$ cat config.mk
export PLATFORM = sky130hd
export DESIGN_NAME = paddle_ctrl_flat
export DESIGN_NICKNAME = d
export VERILOG_FILES = /design/src/rtl/paddle_if.sv /design/src/rtl/paddle_ctrl.sv /design/src/flat_wrapper.sv
export SDC_FILE = /design/constraint.sdc
export NUM_CORES = 1
export LEC_CHECK = 0
export CAP_MARGIN = 15
export CORE_MARGIN = 4
export CORE_UTILIZATION = 40
export DETAILED_ROUTE_END_ITERATION = 10
export PLACE_DENSITY = 0.69
export SYNTH_ARGS = -nofsm -noshare
export SYNTH_HDL_FRONTEND = slang
export SYNTH_SLANG_ARGS = --single-unit
$ cat constraint.sdc
create_clock -name clk -period 2.3 [get_ports clk]
set_input_delay 0.345 -clock clk [delete_from_list [all_inputs] [get_ports clk]]
set_output_delay 0.345 -clock clk [all_outputs]
set_load 0.02 [all_outputs]
$ cat src/rtl/paddle_if.sv
// paddle_if: button, VGA timing and draw signals between the timing stage and paddle_ctrl.
interface paddle_if;
    logic        btn_up;
    logic        btn_down;
    logic [11:0] hcount;
    logic [10:0] vcount;
    logic        hcount_ov;
    logic        vcount_ov;
    logic        drawPaddle;
    logic [2:0]  red;
    logic [2:0]  green;
    logic [1:0]  blue;
    logic [10:0] paddle_y;
    modport master(
        output btn_up, btn_down, hcount, vcount, hcount_ov, vcount_ov,
        input  drawPaddle, red, green, blue, paddle_y
    );
    modport slave(
        input  btn_up, btn_down, hcount, vcount, hcount_ov, vcount_ov,
        output drawPaddle, red, green, blue, paddle_y
    );
endinterface

$ cat src/rtl/paddle_ctrl.sv
// paddle_ctrl: debounced two-button vertical paddle, moved once per frame, with registered draw flag.
// Define PADDLE_ACCEL_EN to ramp speed 1..STEP_MAX while held; otherwise speed is fixed at STEP_MAX.
module paddle_ctrl #(
    parameter logic [11:0] PADDLE_X = 12'd16,
    parameter logic [11:0] PADDLE_W = 12'd8,
    parameter logic [10:0] PADDLE_H = 11'd64,
    parameter logic [10:0] VDISP    = 11'd480,
    parameter logic [3:0]  STEP_MAX = 4'd8,
    parameter int          DB_BITS  = 16
) (
    input logic     clk,
    input logic     reset,
    paddle_if.slave bus
);
    typedef enum logic [1:0] {IDLE, UP, DOWN} state_t;
    localparam logic [10:0] LIMIT = VDISP - PADDLE_H;
    localparam logic [10:0] Y_RST = LIMIT >> 1;
    logic [1:0]         raw, s1, s2, stable;
    logic [DB_BITS-1:0] cnt [2];
    state_t             state, state_n;
    logic [3:0]         speed_n;
    logic [10:0]        y, y_n;
    logic [11:0]        sum;
    logic               tick, hit;
`ifdef PADDLE_ACCEL_EN
    logic [3:0]         speed;
    logic [1:0]         fc, fc_n;
    logic               restart;
`endif
    assign raw  = {bus.btn_down, bus.btn_up};
    assign tick = bus.hcount_ov && bus.vcount_ov;
    always_ff @(posedge clk) begin
        if (reset) begin
            s1     <= '0;
            s2     <= '0;
            stable <= '0;
            for (int i = 0; i < 2; i++) cnt[i] <= '0;
        end else begin
            s1 <= raw;
            s2 <= s1;
            for (int i = 0; i < 2; i++) begin
                if (s2[i] == stable[i]) cnt[i] <= '0;
                else if (&cnt[i]) begin
                    stable[i] <= s2[i];
                    cnt[i]    <= '0;
                end else cnt[i] <= cnt[i] + 1'b1;
            end
        end
    end
    always_comb begin
        state_n = state;
        y_n     = y;
        speed_n = 4'd1;
        sum     = '0;
`ifdef PADDLE_ACCEL_EN
        fc_n    = fc;
        restart = 1'b0;
`endif
        if (tick) begin
            state_n = stable == 2'b01 ? UP : stable == 2'b10 ? DOWN : IDLE;
`ifdef PADDLE_ACCEL_EN
            restart = state_n == IDLE || state_n != state;
            fc_n    = restart ? 2'd0 : fc + 2'd1;
            speed_n = restart ? 4'd1 : (fc == 2'd3 && speed < STEP_MAX) ? speed + 4'd1 : speed;
`else
            speed_n = state_n == IDLE ? 4'd1 : STEP_MAX;
`endif
            // 12-bit sum so the down clamp sees overflow past LIMIT
            sum = {1'b0, y} + {8'd0, speed_n};
            y_n = state_n == UP   ? (y < {7'd0, speed_n} ? 11'd0 : y - {7'd0, speed_n}) :
                  state_n == DOWN ? (sum > {1'b0, LIMIT} ? LIMIT : sum[10:0]) : y;
        end
    end
    always_ff @(posedge clk) begin
        if (reset) begin
            state <= IDLE;
            y     <= Y_RST;
`ifdef PADDLE_ACCEL_EN
            speed <= 4'd1;
            fc    <= 2'd0;
`endif
        end else begin
            state <= state_n;
            y     <= y_n;
`ifdef PADDLE_ACCEL_EN
            if (tick) speed <= speed_n;
            fc <= fc_n;
`endif
        end
    end
    assign hit = bus.hcount >= PADDLE_X && bus.hcount < PADDLE_X + PADDLE_W &&
                 {1'b0, bus.vcount} >= {1'b0, y} &&
                 {1'b0, bus.vcount} < {1'b0, y} + {1'b0, PADDLE_H};
    always_ff @(posedge clk) begin
        if (reset) begin
            bus.drawPaddle <= 1'b0;
            bus.red        <= '0;
            bus.green      <= '0;
            bus.blue       <= '0;
        end else begin
            bus.drawPaddle <= hit;
            bus.red        <= hit && state == IDLE ? 3'b111 : 3'b000;
            bus.green      <= hit ? 3'b111 : 3'b000;
            bus.blue       <= hit ? 2'b11 : 2'b00;
        end
    end
    assign bus.paddle_y = y;
endmodule

$ cat src/flat_wrapper.sv
// flat-port wrapper written by rule: the top's interface ports become plain ports
module paddle_ctrl_flat 
#(
    parameter logic [11:0] PADDLE_X = 12'd16,
    parameter logic [11:0] PADDLE_W = 12'd8,
    parameter logic [10:0] PADDLE_H = 11'd64,
    parameter logic [10:0] VDISP    = 11'd480,
    parameter logic [3:0]  STEP_MAX = 4'd8,
    parameter int          DB_BITS  = 16
)
  (clk, reset, bus_btn_up, bus_btn_down, bus_hcount, bus_vcount, bus_hcount_ov, bus_vcount_ov, bus_drawPaddle, bus_red, bus_green, bus_blue, bus_paddle_y);
  paddle_if bus_i ();
  input logic clk;
  input logic reset;
  input wire logic [$bits(bus_i.btn_up)-1:0] bus_btn_up;
  input wire logic [$bits(bus_i.btn_down)-1:0] bus_btn_down;
  input wire logic [$bits(bus_i.hcount)-1:0] bus_hcount;
  input wire logic [$bits(bus_i.vcount)-1:0] bus_vcount;
  input wire logic [$bits(bus_i.hcount_ov)-1:0] bus_hcount_ov;
  input wire logic [$bits(bus_i.vcount_ov)-1:0] bus_vcount_ov;
  output wire logic [$bits(bus_i.drawPaddle)-1:0] bus_drawPaddle;
  output wire logic [$bits(bus_i.red)-1:0] bus_red;
  output wire logic [$bits(bus_i.green)-1:0] bus_green;
  output wire logic [$bits(bus_i.blue)-1:0] bus_blue;
  output wire logic [$bits(bus_i.paddle_y)-1:0] bus_paddle_y;
  assign bus_i.btn_up = bus_btn_up;
  assign bus_i.btn_down = bus_btn_down;
  assign bus_i.hcount = bus_hcount;
  assign bus_i.vcount = bus_vcount;
  assign bus_i.hcount_ov = bus_hcount_ov;
  assign bus_i.vcount_ov = bus_vcount_ov;
  assign bus_drawPaddle = bus_i.drawPaddle;
  assign bus_red = bus_i.red;
  assign bus_green = bus_i.green;
  assign bus_blue = bus_i.blue;
  assign bus_paddle_y = bus_i.paddle_y;
  paddle_ctrl #(.PADDLE_X(PADDLE_X), .PADDLE_W(PADDLE_W), .PADDLE_H(PADDLE_H), .VDISP(VDISP), .STEP_MAX(STEP_MAX), .DB_BITS(DB_BITS)) u_core (.clk(clk), .reset(reset), .bus(bus_i));
endmodule
==> metrics.csv <==
metric,value,unit
status,"finished, violations left",
failing checks,negative setup slack,
Yosys reg bits,53,
commonest cells in the netlist,"50 x nor2_1, 32 x edfxtp_1, 29 x ha_1",
CP Capture Type,register,
Rel. slew slack,0.604,
hold_buf cts,0,
via count,3302,
"area leader, netlist",edfxtp_1,
H-tree Lvls,2,
# clock sinks,53,
"CTS clk-pin slew, worst paths",100,ps
class of the worst hold path,register to register,
Routed Antenna Nets,0,
CP startpoint kind,register,
CP Max Fanout,6,
Final Setup Violations,6,
per-cell routed wire length,14.6,um
area post-placement,4600,um2
final std cells w/o fill,619,
sequential area share after synthesis,0.378,
global-route wire length before repair,14.7,mm
Min Hold Slack,450,ps
vias per cell,5.33,
largest net degree at the start of global routing,18,
Die W,104,um
CTS tree,done,
post-route cell area,4860,um2
Pwr Density,375,nW/um2
Die H,104,um
setup TNS,-204,ps
final period utilization,1.03,
Starting Density,0.414,
Area Growth Syn to Fin,33.1,%
die area,10700,um2
Leakage Power,1.84,nW
dpl ws,-210,ps
top-count cell post-synth,nor2_1,
predominant post-synthesis flop cell,edfxtp_1,
Syn Area/Cell,8.97,um2
final-report hold violation count,0,
Max-cap violations,0,
CP required,2490,ps
Residual DRC,0,
root buffer cell,clkbuf_8,
Inserted Diodes,0,
worst endpoint data arrival time,2550,ps
hpwl dp,6.75,mm
Max VDD drop,250,uV
clock buffer depth,2,
kind of critical path,register to register,
top post-synthesis cells by area,"edfxtp_1 26%, dfxtp_1 12%, ha_1 9.9%",
Fillers,793,
post-synth top area share,0.263,
dpl cells,610,
Total Routing Usage GR,0.163,
register area,1380,um2
Final Util,0.552,
Peak Freq,423,MHz
area of the multi-input gates,2380,um2
synth warn,0,
layout cells sized above 1,0.166,
Placer Congestion,0.938,
Slew @ Worst Pin,594,ps
RSZ-0062 raised after global routing,yes,
synth unique cells,55,
IO Port Bufs,45,
Num CTS Buffers,5,
asr flop ratio synth,0,
number of synthesized flops with an enable pin,32,
Syn Std Cell Area,3650,um2
vias in the first global route,3181,
clock skew,8.14,ps
PnR worst setup slack,-61.5,ps
Gate Count Post-Synth,407,
row count,34,
GR Overflow Total,0,
Final Critical Period,2360,ps
Ports,49,
total power,1.82,mW
1st-pass router iterations,5,
core area,8810,um2
Final Slew Violations,0,
First DRT Iteration DRCs,183,
nets,568,
DRT Wirelength,9.01,mm
Clock Latency Late Sink,320,ps
initial antenna violation count,0,
==> timing repair <==
item                       CTS  global route
setup endpoints to repair    9            12
setup buffers                1             0
pin swaps                   11            12
resized for setup           17            17
==> layout make-up <==
cell class,count,area share
Inverter,24,0.0191
Clock buffer,6,0.0193
Multi-Input combinational cell,341,0.491
Timing Repair Buffer,85,0.155
Sequential cell,53,0.285
Tap cell,108,0.0278
Clock inverter,2,0.00283
==> kinds of logic after synthesis <==
group                      Yosys count  synth area share
AOI/OAI and AO/OA                   86             0.156
xor gates and xnor gates            37            0.0888
adders and majority gates           29            0.0994
buffers and inverters               44            0.0579
DFF                                 53             0.378
muxes                                1           0.00274
other                                1           0.00103
and+or+nand+nor                    156             0.216
==> sequential cells by signal, indices dropped and copies added (netlist names) <==
| name | flops |
|---|---|
| u_core.cnt | 32 |
| u_core.bus.paddle_y | 11 |
| u_core.s1 | 2 |
| u_core.s2 | 2 |
| u_core.stable | 2 |
| u_core.state | 2 |
| u_core.bus.blue | 1 |
| u_core.bus.red | 1 |
==> worst paths after layout <==
| path | slack, ps | from | end | cells after the start |
|---|---|---|---|---|
| hold / removal | 450 | u_core.s1[0] | u_core.s2[0] | 1 |
| setup / recovery | -60 | u_core.stable[0] | u_core.bus.paddle_y[7] | 9 |
| setup reg to reg | -60 | u_core.stable[0] | u_core.bus.paddle_y[7] | 9 |
| hold reg to reg | 450 | u_core.s1[0] | u_core.s2[0] | 1 |
==> per-layer routing <==
metal  part of all wire  GRT usage  up-vias
met5                  0          0        -
met4              0.012     0.0446        0
met3              0.048     0.0386       13
met2               0.49      0.275       92
met1               0.45      0.211     1551
li1                   -          -     1646
==> power breakdown <==
| group | switching, mW | internal (mW) | total (mW) |
|---|---|---|---|
| registers | 0.0241 | 1.03 | 1.06 |
| clock network | 0.336 | 0.283 | 0.619 |
| logic | 0.0674 | 0.0783 | 0.146 |
==> layout by cell type (no fill, tap or decap), drive strengths merged, types with 6 or more instances in the layout <==
cell type,synthesis,layout
clkdlybuf4s50,0,45
conb,1,32
o21ai,20,20
clkbuf,6,6
nand4,8,8
inv,24,25
xnor2,13,13
nor2,50,50
nand2,23,23
a31oi,6,6
nand3,23,23
edfxtp,32,32
nor2b,7,7
ha,29,29
xor2,24,24
nor3,8,8
a21oi,23,23
dfxtp,21,21
buf,14,40
and3,10,10
==> critical path: stages, from the launching register on <==
cell and delay (ps):
dfxtp_2 350, inv_2 40, ha_4 290, inv_4 50, ha_4 270, a41o_1 280, a311oi_2 290, a31o_2 160
a211oi_1 70, or4_1 430
(Power assumes the default switching activity.)
